$ cat config.mk
export PLATFORM = sky130hd
export DESIGN_NAME = bcd_serial_adder_ctrl_flat
export DESIGN_NICKNAME = d
export VERILOG_FILES = /design/src/rtl/bcd_serial_adder_ctrl_pkg.sv /design/src/rtl/bcd_serial_adder_ctrl_if.sv /design/src/rtl/bcd_serial_adder_ctrl_digit_add.sv /design/src/rtl/bcd_serial_adder_ctrl.sv /design/src/flat_wrapper.sv
export SDC_FILE = /design/constraint.sdc
export NUM_CORES = 1
export LEC_CHECK = 0
export ABC_AREA = 1
export CORE_MARGIN = 2
export CORE_UTILIZATION = 25
export CTS_CLUSTER_DIAMETER = 40
export CTS_CLUSTER_SIZE = 30
export DETAILED_ROUTE_END_ITERATION = 8
export GPL_ROUTABILITY_DRIVEN = 0
export PLACE_DENSITY = 0.45
export SLEW_MARGIN = 25
export SYNTH_ARGS = -nofsm -noshare
export SYNTH_HDL_FRONTEND = slang
export SYNTH_SLANG_ARGS = --single-unit
$ cat constraint.sdc
create_clock -name clk -period 4.8 [get_ports clk]
set_input_delay 0.96 -clock clk [delete_from_list [all_inputs] [get_ports clk]]
set_output_delay 0.96 -clock clk [all_outputs]
set_load 0.005 [all_outputs]
$ cat src/rtl/bcd_serial_adder_ctrl_pkg.sv
// Shared definitions for the serial BCD adder: state encoding, BCD constants,
// digit width and a small digit-validity helper.
package bcd_pkg;

  localparam int DIGIT_W = 4;

  localparam logic [DIGIT_W-1:0] BCD_MAX = 4'd9;
  localparam logic [DIGIT_W-1:0] BCD_ADJ = 4'd6;

  localparam logic [1:0] ST_IDLE = 2'd0;
  localparam logic [1:0] ST_RUN  = 2'd1;
  localparam logic [1:0] ST_DONE = 2'd2;

  // A packed nibble outside 0..9 is not a legal BCD digit
  function automatic logic digit_invalid(input logic [DIGIT_W-1:0] d);
    return d > BCD_MAX;
  endfunction

endpackage

$ cat src/rtl/bcd_serial_adder_ctrl_if.sv
// Host-side bus of the serial BCD adder: start/busy/done handshake,
// operands in, result/carry/error out.
interface bcd_serial_adder_ctrl_if #(parameter int NDIGITS = 4);
  import bcd_pkg::*;

  logic                         start;
  logic [DIGIT_W*NDIGITS-1:0]   a;
  logic [DIGIT_W*NDIGITS-1:0]   b;
  logic                         cin;
  logic                         busy;
  logic                         done;
  logic [DIGIT_W*NDIGITS-1:0]   sum;
  logic                         cout;
  logic                         err;

  // Host drives the request and operands
  modport master (
    output start, a, b, cin,
    input  busy, done, sum, cout, err
  );

  // Adder controller consumes the request and returns the result
  modport slave (
    input  start, a, b, cin,
    output busy, done, sum, cout, err
  );

endinterface

$ cat src/rtl/bcd_serial_adder_ctrl_digit_add.sv
// Combinational one-digit BCD adder. Non-BCD input digits still produce a
// deterministic result through the same +6 correction.
module bcd_digit_add
  import bcd_pkg::*;
(
  input  logic [DIGIT_W-1:0] i_a,
  input  logic [DIGIT_W-1:0] i_b,
  input  logic               i_cin,
  output logic [DIGIT_W-1:0] o_digit,
  output logic               o_dcarry
);

  logic [DIGIT_W:0] w_raw;
  logic [DIGIT_W:0] w_adj;

  assign w_raw = {1'b0, i_a} + {1'b0, i_b} + {{DIGIT_W{1'b0}}, i_cin};
  // Only the low nibble of the corrected value is used, so 5-bit wrap is harmless
  assign w_adj = w_raw + {1'b0, BCD_ADJ};

  // Decimal correction: anything above 9 wraps by +6 and carries
  always_comb begin
    o_digit  = w_raw[DIGIT_W-1:0];
    o_dcarry = 1'b0;
    if (w_raw > {1'b0, BCD_MAX}) begin
      o_digit  = w_adj[DIGIT_W-1:0];
      o_dcarry = 1'b1;
    end
  end

endmodule

$ cat src/rtl/bcd_serial_adder_ctrl.sv
// Serial packed-BCD adder sequencer: latches two NDIGITS operands on start,
// walks them LSD first through one shared digit adder, then pulses done.
// Result, carry-out and error flag hold until the next accepted start.
module bcd_serial_adder_ctrl
  import bcd_pkg::*;
#(
  parameter int NDIGITS = 4
) (
  input  logic                   clk,
  input  logic                   rst,
  bcd_serial_adder_ctrl_if.slave bus
);

  localparam int W    = DIGIT_W * NDIGITS;
  localparam int IDXW = $clog2(NDIGITS + 1);
  localparam logic [IDXW-1:0] LAST_IDX = IDXW'(NDIGITS - 1);

  logic [1:0]         r_state;
  logic [IDXW-1:0]    r_idx;
  logic [W-1:0]       r_a;
  logic [W-1:0]       r_b;
  logic [W-1:0]       r_sum;
  logic               r_carry;
  logic               r_cout;
  logic               r_err;

  logic [DIGIT_W-1:0] w_da;
  logic [DIGIT_W-1:0] w_db;
  logic [DIGIT_W-1:0] w_digit;
  logic               w_dcarry;
  logic               w_bad;

  // Current digit pair; idx only runs past the top digit once RUN is left,
  // where the adder output is ignored
  assign w_da  = r_a[DIGIT_W*int'(r_idx) +: DIGIT_W];
  assign w_db  = r_b[DIGIT_W*int'(r_idx) +: DIGIT_W];
  assign w_bad = digit_invalid(w_da) | digit_invalid(w_db);

  bcd_digit_add u_digit_add (
    .i_a      (w_da),
    .i_b      (w_db),
    .i_cin    (r_carry),
    .o_digit  (w_digit),
    .o_dcarry (w_dcarry)
  );

  // Sequencer: IDLE accepts start, RUN does one digit per edge, DONE lasts one cycle
  always_ff @(posedge clk or posedge rst) begin
    if (rst) begin
      r_state <= ST_IDLE;
      r_idx   <= '0;
      r_a     <= '0;
      r_b     <= '0;
      r_sum   <= '0;
      r_carry <= 1'b0;
      r_cout  <= 1'b0;
      r_err   <= 1'b0;
    end else begin
      case (r_state)
        ST_IDLE: begin
          if (bus.start) begin
            r_a     <= bus.a;
            r_b     <= bus.b;
            r_carry <= bus.cin;
            r_idx   <= '0;
            r_sum   <= '0;
            r_cout  <= 1'b0;
            r_err   <= 1'b0;
            r_state <= ST_RUN;
          end
        end
        ST_RUN: begin
          r_sum[DIGIT_W*int'(r_idx) +: DIGIT_W] <= w_digit;
          r_carry <= w_dcarry;
          r_idx   <= r_idx + 1'b1;
          r_err   <= r_err | w_bad;
          if (r_idx == LAST_IDX) begin
            r_cout  <= w_dcarry;
            r_state <= ST_DONE;
          end
        end
        ST_DONE: r_state <= ST_IDLE;
        default: r_state <= ST_IDLE;
      endcase
    end
  end

  assign bus.busy = (r_state == ST_RUN) | (r_state == ST_DONE);
  assign bus.done = (r_state == ST_DONE);
  assign bus.sum  = r_sum;
  assign bus.cout = r_cout;
  assign bus.err  = r_err;

endmodule

$ cat src/flat_wrapper.sv
// flat-port wrapper written by rule: the top's interface ports become plain ports
module bcd_serial_adder_ctrl_flat import bcd_pkg::*;
#(
  parameter int NDIGITS = 4
)
  (clk, rst, bus_start, bus_a, bus_b, bus_cin, bus_busy, bus_done, bus_sum, bus_cout, bus_err);
  bcd_serial_adder_ctrl_if #(.NDIGITS(NDIGITS)) bus_i ();
  input  logic clk;
  input  logic rst;
  input wire logic [$bits(bus_i.start)-1:0] bus_start;
  input wire logic [$bits(bus_i.a)-1:0] bus_a;
  input wire logic [$bits(bus_i.b)-1:0] bus_b;
  input wire logic [$bits(bus_i.cin)-1:0] bus_cin;
  output wire logic [$bits(bus_i.busy)-1:0] bus_busy;
  output wire logic [$bits(bus_i.done)-1:0] bus_done;
  output wire logic [$bits(bus_i.sum)-1:0] bus_sum;
  output wire logic [$bits(bus_i.cout)-1:0] bus_cout;
  output wire logic [$bits(bus_i.err)-1:0] bus_err;
  assign bus_i.start = bus_start;
  assign bus_i.a = bus_a;
  assign bus_i.b = bus_b;
  assign bus_i.cin = bus_cin;
  assign bus_busy = bus_i.busy;
  assign bus_done = bus_i.done;
  assign bus_sum = bus_i.sum;
  assign bus_cout = bus_i.cout;
  assign bus_err = bus_i.err;
  bcd_serial_adder_ctrl #(.NDIGITS(NDIGITS)) u_core (.clk(clk), .rst(rst), .bus(bus_i));
endmodule
==> results of run 1 <==
[synth_stat cells]
master	number	area, sq um
nor4_2	1	12.5
dfrtp_1	56	1400
a31oi_1	1	6.26
nor3_1	2	10.0
clkinv_1	2	7.51
buf_4	1	7.51
nand2_1	159	597
o31ai_1	1	7.51
o21ai_1	4	20.0
o22ai_1	5	31.3
o211ai_1	4	30.0
nand3_1	30	150
clkbuf_1	3	11.3
nand4_1	6	37.5
nor2_2	2	12.5
nor3b_1	1	7.51
inv_4	1	6.26
ha_1	14	175
a31oi_4	1	21.3
fa_1	2	40.0
o41ai_1	2	17.5
nand2_4	1	11.3
o21ai_2	3	26.3
o21ai_0	9	45.0
a21oi_1	9	45.0
nand2_2	5	31.3
buf_2	7	35.0
nand3_4	1	17.5
inv_2	6	22.5
inv_1	26	97.6
nor2_1	13	48.8
[cell usage in the layout (no fill, tap or decap), types with 2 or more instances in the layout]
master,n
a21oi_1,9
buf_4,2
clkbuf_16,5
clkdlybuf4s50_1,55
clkinv_1,2
dfrtp_1,56
fa_1,2
ha_1,14
inv_1,25
inv_2,7
nand2_1,159
nand2_2,5
nand3_1,30
nand4_1,6
nor2_1,13
nor2_2,2
nor3_1,2
o211ai_1,4
o21ai_0,9
o21ai_1,4
o21ai_2,3
o22ai_1,5
o41ai_1,2
[stage by stage]
stage                     instance area [sq um]  util [%]  hold slack [ns]
after detailed placement                   3680      31.8            0.472
final                                      3840      33.2            0.482
after CTS                                  3840      33.2            0.489
after global routing                       3840      33.2            0.507
after floorplan                            2990         -            0.444
after global placement                     3680      31.8            0.462
[tightest hold or removal path: stages (launching register included)]
cell and delay, ns:
dfrtp_1 0.34, nand2_1 0.06, nand2_1 0.05
[worst max-delay path by stage]
| stage | to | slack [ns] | start | depth (start not counted) |
|---|---|---|---|---|
| after global routing | u_core.bus.sum[1] | 1.33 | u_core.r_idx[1] | 16 |
| after global placement | u_core.bus.sum[13] | 1.68 | u_core.r_idx[1] | 15 |
| after CTS | u_core.bus.sum[13] | 1.59 | u_core.r_idx[1] | 15 |
| final | u_core.bus.sum[13] | 1.60 | u_core.r_idx[1] | 16 |
| after detailed placement | u_core.bus.sum[13] | 1.59 | u_core.r_idx[1] | 15 |
| after floorplan | u_core.bus.sum[3] | 1.81 | u_core.r_idx[0] | 16 |
[cell families after synthesis]
group	after synthesis	synth area share [%]
DFF	56	46.9
and+or+nand+nor	221	31.3
buffers and inverters	46	6.28
adders and majority gates	16	7.20
AOI/OAI and AO/OA	39	8.37
[state kept, by name (all words and copies together), names as in the netlist]
| register | cells |
|---|---|
| u_core.bus.sum | 16 |
| u_core.bus.cout | 1 |
| u_core.r_state | 2 |
| u_core.r_a | 16 |
| u_core.bus.err | 1 |
| u_core.r_idx | 3 |
| u_core.r_b | 16 |
| u_core.r_carry | 1 |
[power by group through the flow]
stage / Clock [W] / Sequential, W / Combinational (W)
5_1_grt: 0.000439 / 0.000782 / 0.00221
3_3_place_gp: 0 / 0.000764 / 0.00187
3_5_place_dp: 0 / 0.000767 / 0.00190
2_1_floorplan: 0 / 0.000734 / 0.00143
6_report: 0.000413 / 0.000757 / 0.00190
4_1_cts: 0.000424 / 0.000759 / 0.00192
[cell type report]
type | count | area (sq um)
fillers | 1244 | 7720
flip-flops and latches | 56 | 1400
multi-input cells | 276 | 1400
repair buffers | 57 | 566
well taps | 143 | 179
inverters | 35 | 134
clock buffers | 6 | 129
clock inverters | 2 | 35.0
[per-layer routing]
metal / up-vias / wire [um]
met5: - / 0
met4: 0 / 81
met3: 8 / 259
met2: 49 / 3510
met1: 1172 / 3750
li1: 1314 / -
==> impl_results.md, run 1 <==
- Crit path cell chain: nor2_1 -> o21ai_0 -> o22ai_1 -> fa_1 -> fa_1 -> nand2_1 -> nand2_1 -> ha_1 -> inv_1 -> nor2_1 -> a21oi_1 -> nand2_1 -> nand2_2 -> nand2_2 -> nand4_1 -> nand2_1
- NetSw: 0.00153 W
- Worst setup SP type: flip-flop
- CP arrival: 3.38 ns
- WL final: 7600 um
- Synthesis Warnings: 0
- CTS Root Buffer Type: clkbuf_16
- Reg power frac: 24.7%
- R2r setup slk: 1.60 ns
- Comb power frac: 61.9%
- Die X-Extent: 113 um
- Sw Ratio: 50.0%
- Ant diodes: 0
- Area growth, synth to finish: 28.6%
- Met3 Use GR: 2.07%
- Post-Synthesis Cell Area: 0.00299 sq mm
- Initial Util: 25.9%
- Die ar.: 0.0129 sq mm
- First-pass GRT wire length: 13000 um
- Largest net degree at the start of global routing: 36
- Die Y: 113 um
- Final worst slack: 1.60 ns
- Met1 Use GR: 17.0%
- Total global routing overflow: 0
- Cell family with most CP delay: adder cells
- Minimum clock period after layout: 3.20 ns
- CP endpoint kind: flip-flop
- Vias: 2543
- Post-DRT Antenna Nets: 0
- Clk slew on worst S/H paths: 0.07 ns
- H-tree depth: 2
- Initial DRC Count: 111
- Seq/Total Area, Yosys: 46.9%
- Setup TNS: 0 ns
- Resized cells post-CTS: 0
- Inst Count DP: 567
- Post-DP HPWL: 5680 um
- Cells on worst reg2reg path: 16
- RR Startpoint: u_core.r_idx[1]
- Pre-antenna DRT Iters: 4
- Number of synthesized register bits: 56
- Initial antenna violation count: 0
- Netlist cell types: 31
- Kind of critical path: flip-flop to flip-flop
- PwrDens: 798 mW/mm^2
- Fmax: 313 MHz
- Gr busiest metal: met2
- Avg Cell Area, Syn: 7.91 sq um
- Boundary pin count: 56
- Peak VDD IR: 0.543 mV
- RSZ-0062 raised after global routing: no
- WL/cell: 13.2 um
- Final Cycle Share: 66.7%
- Post-CTS Repair Setup Buffers: 0
- Clock Skew: 0.00696 ns
- CTS hold repair buffers: 0
- Worst skew pair latency: 0.29 ns
- Clock buffer depth: 2
- Clock power frac: 13.4%
- # setup viols final: 0
- Total global routing track utilization: 12.5%
- Slowest-stage cell, CP: dfrtp_1
- Max incr delay on CP: 0.69 ns
- Number of global-route vias before repair: 2654
- Num rows: 39
- CP Buf/Inv Count: 1
- Num CTS Buffers: 5
- Leak: 1.89 nW
- Min-Delay Path Depth: 2
- Worst Hold Path EP: u_core.r_a[1]
- Port Buffers: 55
- DRC Markers: 0
- Status: finished clean
- Finished Layout Cells: 575
- Critical R2R Capture: u_core.bus.sum[13]
- Met2 GRT Util: 20.8%
- Final Max Slew Viols: 0
- Rel. slew slack: 39.9%
- Post-Place Worst Slack: 1.59 ns
- Via density: 4.42
- Num Clock Sinks: 56
- CTS tree: done
- Final hold viol count: 0
- Syn Nets: 430
- Hold/Removal Path Class: flip-flop to flip-flop
- P_int: 0.00154 W
- Core area: 0.0116 sq mm
- CP required: 4.98 ns
- Share of layout cells above drive strength 1: 7.18%
- Worst Tran Pin Value: 0.897 ns
- Max cap viols: 0
- Hold path startpoint: u_core.r_a[1]
- Worst path most repeated cell: nand2_1
- Final nets: 483
- Crit path max fanout: 15
- Total power: 0.00307 W
- Synth Instances: 378
No activity file was read; power rests on OpenSTA's default activity.
==> run 2: changes to the inputs <==
- PLACE_DENSITY: 0.45 -> 0.47
- clock period: 4.8 -> 2.75 ns (I/O delays scaled with it)
==> impl_results.md, run 2 (synthesized netlist as in run 1, its figures left out) <==
- Met2 WL: 3680 um (+5.0%)
- Area growth, synth to finish: 35.4%
- Initial DRC Count: 109 (-1.8%)
- Total global routing overflow: 0 (unchanged)
- Pre-antenna DRT Iters: 5 (+1)
- Finished Layout Cells: 592 (+3.0%)
- Fmax: 363 MHz (+16%)
- Die X-Extent: 113 um (unchanged)
- Post-DRT Antenna Nets: 0 (unchanged)
- Number of global-route vias before repair: 2703 (+1.8%)
- Violated checks: negative setup slack
- Final hold viol count: 0 (unchanged)
- Vias: 2627 (+3.3%)
- Die ar.: 0.0129 sq mm (unchanged)
- DRC Markers: 0 (unchanged)
- CTS Root Buffer Type: clkbuf_16
- Clock buffer depth: 2 (unchanged)
- Die Y: 113 um (unchanged)
- Inst Count DP: 583 (+2.8%)
- Final Cycle Share: 100% (+34 points)
- Clock Skew: 0.00775 ns (+0.000783 ns)
- # setup viols final: 2 (+2)
- Crit path max fanout: 7 (-8)
- Core area: 0.0116 sq mm (unchanged)
- Status: finished with violations
- Hold Slack: 0.478 ns (-0.00341 ns)
- WL final: 7730 um (+1.7%)
- Ant diodes: 0 (unchanged)
- Design Area, Final: 0.00405 sq mm (+5.3%)
- Worst Tran Pin Value: 0.550 ns (-0.347 ns)
- Rel. slew slack: 63.3% (+23 points)
- CP endpoint kind: flip-flop
- Kind of critical path: flip-flop to flip-flop
- Post-DP HPWL: 5810 um (+2.4%)
- Initial Util: 25.9% (unchanged)
- Total global routing track utilization: 12.8% (+0.25 points)
- Num rows: 39 (unchanged)
- Largest net degree at the start of global routing: 34 (-5.6%)
- First-pass GRT wire length: 13300 um (+2.1%)
- Final Max Slew Viols: 0 (unchanged)
- Area post-placement: 0.00382 sq mm (+3.9%)
- Boundary pin count: 56 (unchanged)
- Worst setup SP type: flip-flop
- Worst skew pair latency: 0.29 ns (about the same)
- Minimum clock period after layout: 2.76 ns (-0.442 ns)
- Num Clock Sinks: 56 (unchanged)
- Share of layout cells above drive strength 1: 14.5% (+7.3 points)
- Commonest non-fill, non-tap cell in the layout: nand2_1
- Initial antenna violation count: 0 (unchanged)
- Final nets: 501 (+3.7%)
- Clk slew on worst S/H paths: 0.07 ns (about the same)
- Final worst slack: -0.00769 ns (-1.61 ns)
- Met3 Wirelength: 228 um (-12%)
- Num CTS Buffers: 5 (unchanged)
- CTS tree: done
- Wl on met1: 3780 um (+0.67%)
- Hold/Removal Path Class: flip-flop to flip-flop
- H-tree depth: 2 (unchanged)
- RSZ-0062 raised after global routing: yes
- CP required: 2.94 ns (-2.04 ns)
- Commonest cells after routing, fill and taps aside: 158 x nand2_1, 55 x clkdlybuf4s50_1, 55 x dfrtp_1, 24 x nand3_1, 23 x inv_1
- Max layer used: met4
- WL/cell: 13.1 um (-1.2%)
- Port Buffers: 55 (unchanged)
- Max cap viols: 0 (unchanged)
- Post-Place Worst Slack: -0.0650 ns (-1.66 ns)
- Via density: 4.44 (+0.34%)
- CP arrival: 2.94 ns (-0.44 ns)
## run 2: layout make-up
type,count,area [sq um]
repair buffers,75,713
inverters,35,138
fillers,1270,7510
flip-flops and latches,56,1400
multi-input cells,276,1480
clock buffers,5,125
clock inverters,2,12.5
well taps,143,179
## run 2: path summary, 6_finish.rpt
kind	from	end	slack (ns)	depth (start not counted)
setup / recovery	u_core.r_idx[0]	u_core.bus.sum[13]	-0.008	14
hold / removal	u_core.r_a[9]	u_core.r_a[9]	0.48	2
setup reg to reg	u_core.r_idx[0]	u_core.bus.sum[13]	-0.008	14
hold reg to reg	u_core.r_a[9]	u_core.r_a[9]	0.48	2
max in group asynchronous	rst	u_core.r_idx[0]	1.54	3
min in group asynchronous	rst	u_core.bus.sum[0]	0.63	2
## run 2: per-layer routing
metal  vias up  track usage (%)
met5         -                0
met4         0             2.93
met1      1227             17.3
met3         5             2.23
li1       1350                -
met2        45             21.5
## run 2: per-stage QoR
step	util [%]	setup TNS, ns
final	35.0	-0.0102
after global routing	35.0	-1.94
after CTS	34.3	0
after detailed placement	33.1	-0.498
after global placement	33.1	-0.429
after floorplan	-	-1.56
## run 2: critical path, stage by stage (launching register included)
cell	delay, ns
dfrtp_2	0.46
o211ai_1	0.22
o22ai_2	0.11
fa_2	0.42
fa_2	0.56
inv_2	0.05
ha_4	0.15
inv_2	0.05
nor2_1	0.03
a21oi_1	0.14
nand2_2	0.11
nand2_4	0.13
nand2_4	0.08
nand4_1	0.09
nand2_1	0.06
## run 2: repair_timing
action | CTS | global route
resized for setup | 2 | 17
hold buffers | 0 | 0
pin swaps | 1 | 9
setup endpoints to repair | 14 | 14
setup buffers | 1 | 1
endpoints found under the hold margin | 0 | 0
Power of run 2 is not shown: default switching activity piles up to over one toggle a cycle in this logic, so the estimate is an artifact.
==> run 3: changes to the inputs <==
- CORE_UTILIZATION: 25 -> 52
- PLACE_DENSITY: 0.47 -> 0.81
- clock period: 2.75 -> 2.9 ns (I/O delays scaled with it)
==> impl_results.md, run 3 (synthesized netlist as in run 1, its figures left out) <==
- Inst Count DP: 508 (-13%)
- Final hold viol count: 0 (unchanged)
- Worst skew pair latency: 0.31 ns (+0.02 ns)
- Final nets: 498 (-0.60%)
- Max cap viols: 0 (unchanged)
- Final worst slack: 0.142 ns (+0.150 ns)
- Die X-Extent: 79.8 um (-30%)
- Post-Place Worst Slack: 0.0191 ns (+0.0841 ns)
- Clock buffer depth: 2 (unchanged)
- # setup viols final: 0 (-2)
- CTS Root Buffer Type: clkbuf_8
- Fmax: 363 MHz (about the same)
- Die Y: 79.8 um (-30%)
- CTS tree: done
- Boundary pin count: 56 (unchanged)
- Number of global-route vias before repair: 2594 (-4.0%)
- Commonest non-fill, non-tap cell in the layout: nand2_1
- Status: finished clean
- CP endpoint kind: flip-flop
- Post-DP HPWL: 5200 um (-11%)
- Crit path max fanout: 5 (-2)
- Largest net degree at the start of global routing: 34 (unchanged)
- Final Max Slew Viols: 0 (unchanged)
- Clock Skew: 0.0117 ns (+0.00392 ns)
- Initial Util: 54.0% (+28 points)
- Die ar.: 0.00637 sq mm (-50%)
- Design Area, Final: 0.00387 sq mm (-4.5%)
- Num Clock Sinks: 56 (unchanged)
- Total global routing track utilization: 22.9% (+10 points)
- Slowest-stage cell, CP: fa_2
- Max incr delay on CP: 0.55 ns (about the same)
- Kind of critical path: flip-flop to flip-flop
- Pre-antenna DRT Iters: 4 (-1)
- Ant diodes: 0 (unchanged)
- Met3 Use GR: 4.30% (+2.1 points)
- Area growth, synth to finish: 29.3%
- Initial DRC Count: 193 (+77%)
- Clk slew on worst S/H paths: 0.10 ns (+0.03 ns)
- Worst setup SP type: flip-flop
- CP Buf/Inv Count: 3 (+1)
- Fillers: 465 (-63%)
- Port Buffers: 55 (unchanged)
- CP required: 3.10 ns (+0.16 ns)
- Area post-placement: 0.00369 sq mm (-3.4%)
- WL/cell: 13.2 um (+1.4%)
- Via density: 5.21 (+17%)
- DRC Markers: 0 (unchanged)
- Vias: 2705 (+3.0%)
- H-tree depth: 2 (unchanged)
- Num rows: 27 (-31%)
- Cell family with most CP delay: adder cells
- Commonest cells after routing, fill and taps aside: 158 x nand2_1, 55 x clkdlybuf4s50_1, 54 x dfrtp_1, 27 x nand3_1, 22 x inv_1
- Share of layout cells above drive strength 1: 14.1% (-0.38 points)
- Met2 GRT Util: 40.5% (+19 points)
- First-pass GRT wire length: 11400 um (-14%)
- Met1 Use GR: 28.0% (+11 points)
- CTS hold repair buffers: 0 (unchanged)
- Gr busiest metal: met2
- Rel. slew slack: 69.9% (+6.6 points)
- Finished Layout Cells: 519 (-12%)
- Final Cycle Share: 95.1% (-5.2 points)
- Total global routing overflow: 0 (unchanged)
- Initial antenna violation count: 0 (unchanged)
- CP arrival: 2.96 ns (+0.02 ns)
- Post-DRT Antenna Nets: 0 (unchanged)
- Crit path cell chain: buf_4 -> nor2_4 -> o21ai_1 -> o22ai_1 -> fa_2 -> fa_2 -> inv_2 -> ha_2 -> inv_2 -> nor2_2 -> a21oi_2 -> nand2_2 -> nand2_4 -> nand2_4 -> nand3_1 -> o21ai_1
- Minimum clock period after layout: 2.76 ns (+0.000359 ns)
- Worst Tran Pin Value: 0.450 ns (-0.100 ns)
- Num CTS Buffers: 5 (unchanged)
- WL final: 6870 um (-11%)
- Hold/Removal Path Class: flip-flop to flip-flop
- Core area: 0.00554 sq mm (-52%)
## run 3: cell types whose count changed in the layout (fill, tap and decap cells not counted), moves of 3 or more
cell	delta
clkbuf_8	+6
clkbuf_16	-5
nand3_1	+3
nand3_2	-3
## run 3: tightest hold or removal path, cell delays in order (launching register included)
cell	delay [ns]
dfrtp_1	0.35
nand2_1	0.06
nand2_1	0.05
## run 3: repair_timing
action                                  CTS  global route
endpoints found under the setup margin    5            14
pin swaps                                 0             5
buffers inserted                          0             3
gates resized for setup                   1            19
## run 3: metal layers
metal / up-vias / routed length, um
li1: 1349 / -
met1: 1272 / 2960
met4: 0 / 108
met2: 70 / 3500
met5: - / 0
met3: 14 / 310
## run 3: stage by stage
step | hold slack (ns) | TNS (ns) | util [%]
after global routing | 0.514 | -0.289 | 69.8
after floorplan | 0.444 | 0 | -
after CTS | 0.491 | 0 | 68.4
final | 0.489 | 0 | 69.8
after detailed placement | 0.467 | 0 | 66.6
after global placement | 0.465 | 0 | 66.6
## run 3: worst paths after layout
check	cells past startpoint	from	end	slack [ns]
worst max-delay path	16	u_core.r_idx[2]	u_core.bus.sum[2]	0.14
worst min-delay path	2	u_core.bus.sum[10]	u_core.bus.sum[10]	0.49
worst max register to register	16	u_core.r_idx[2]	u_core.bus.sum[2]	0.14
worst min register to register	2	u_core.bus.sum[10]	u_core.bus.sum[10]	0.49
max in group asynchronous	3	rst	u_core.r_idx[0]	1.82
min in group asynchronous	2	rst	u_core.r_state[0]	0.50
## run 3: layout make-up
cell class	instances	area, sq um	area share (%)
multi-input cells	276	1460	37.9
inverters	35	138	3.56
clock inverters	1	7.51	0.194
clock buffers	7	86.3	2.23
repair buffers	72	678	17.5
flip-flops and latches	56	1400	36.3
well taps	72	90.1	2.33
Power of run 3 is left out for the same reason.
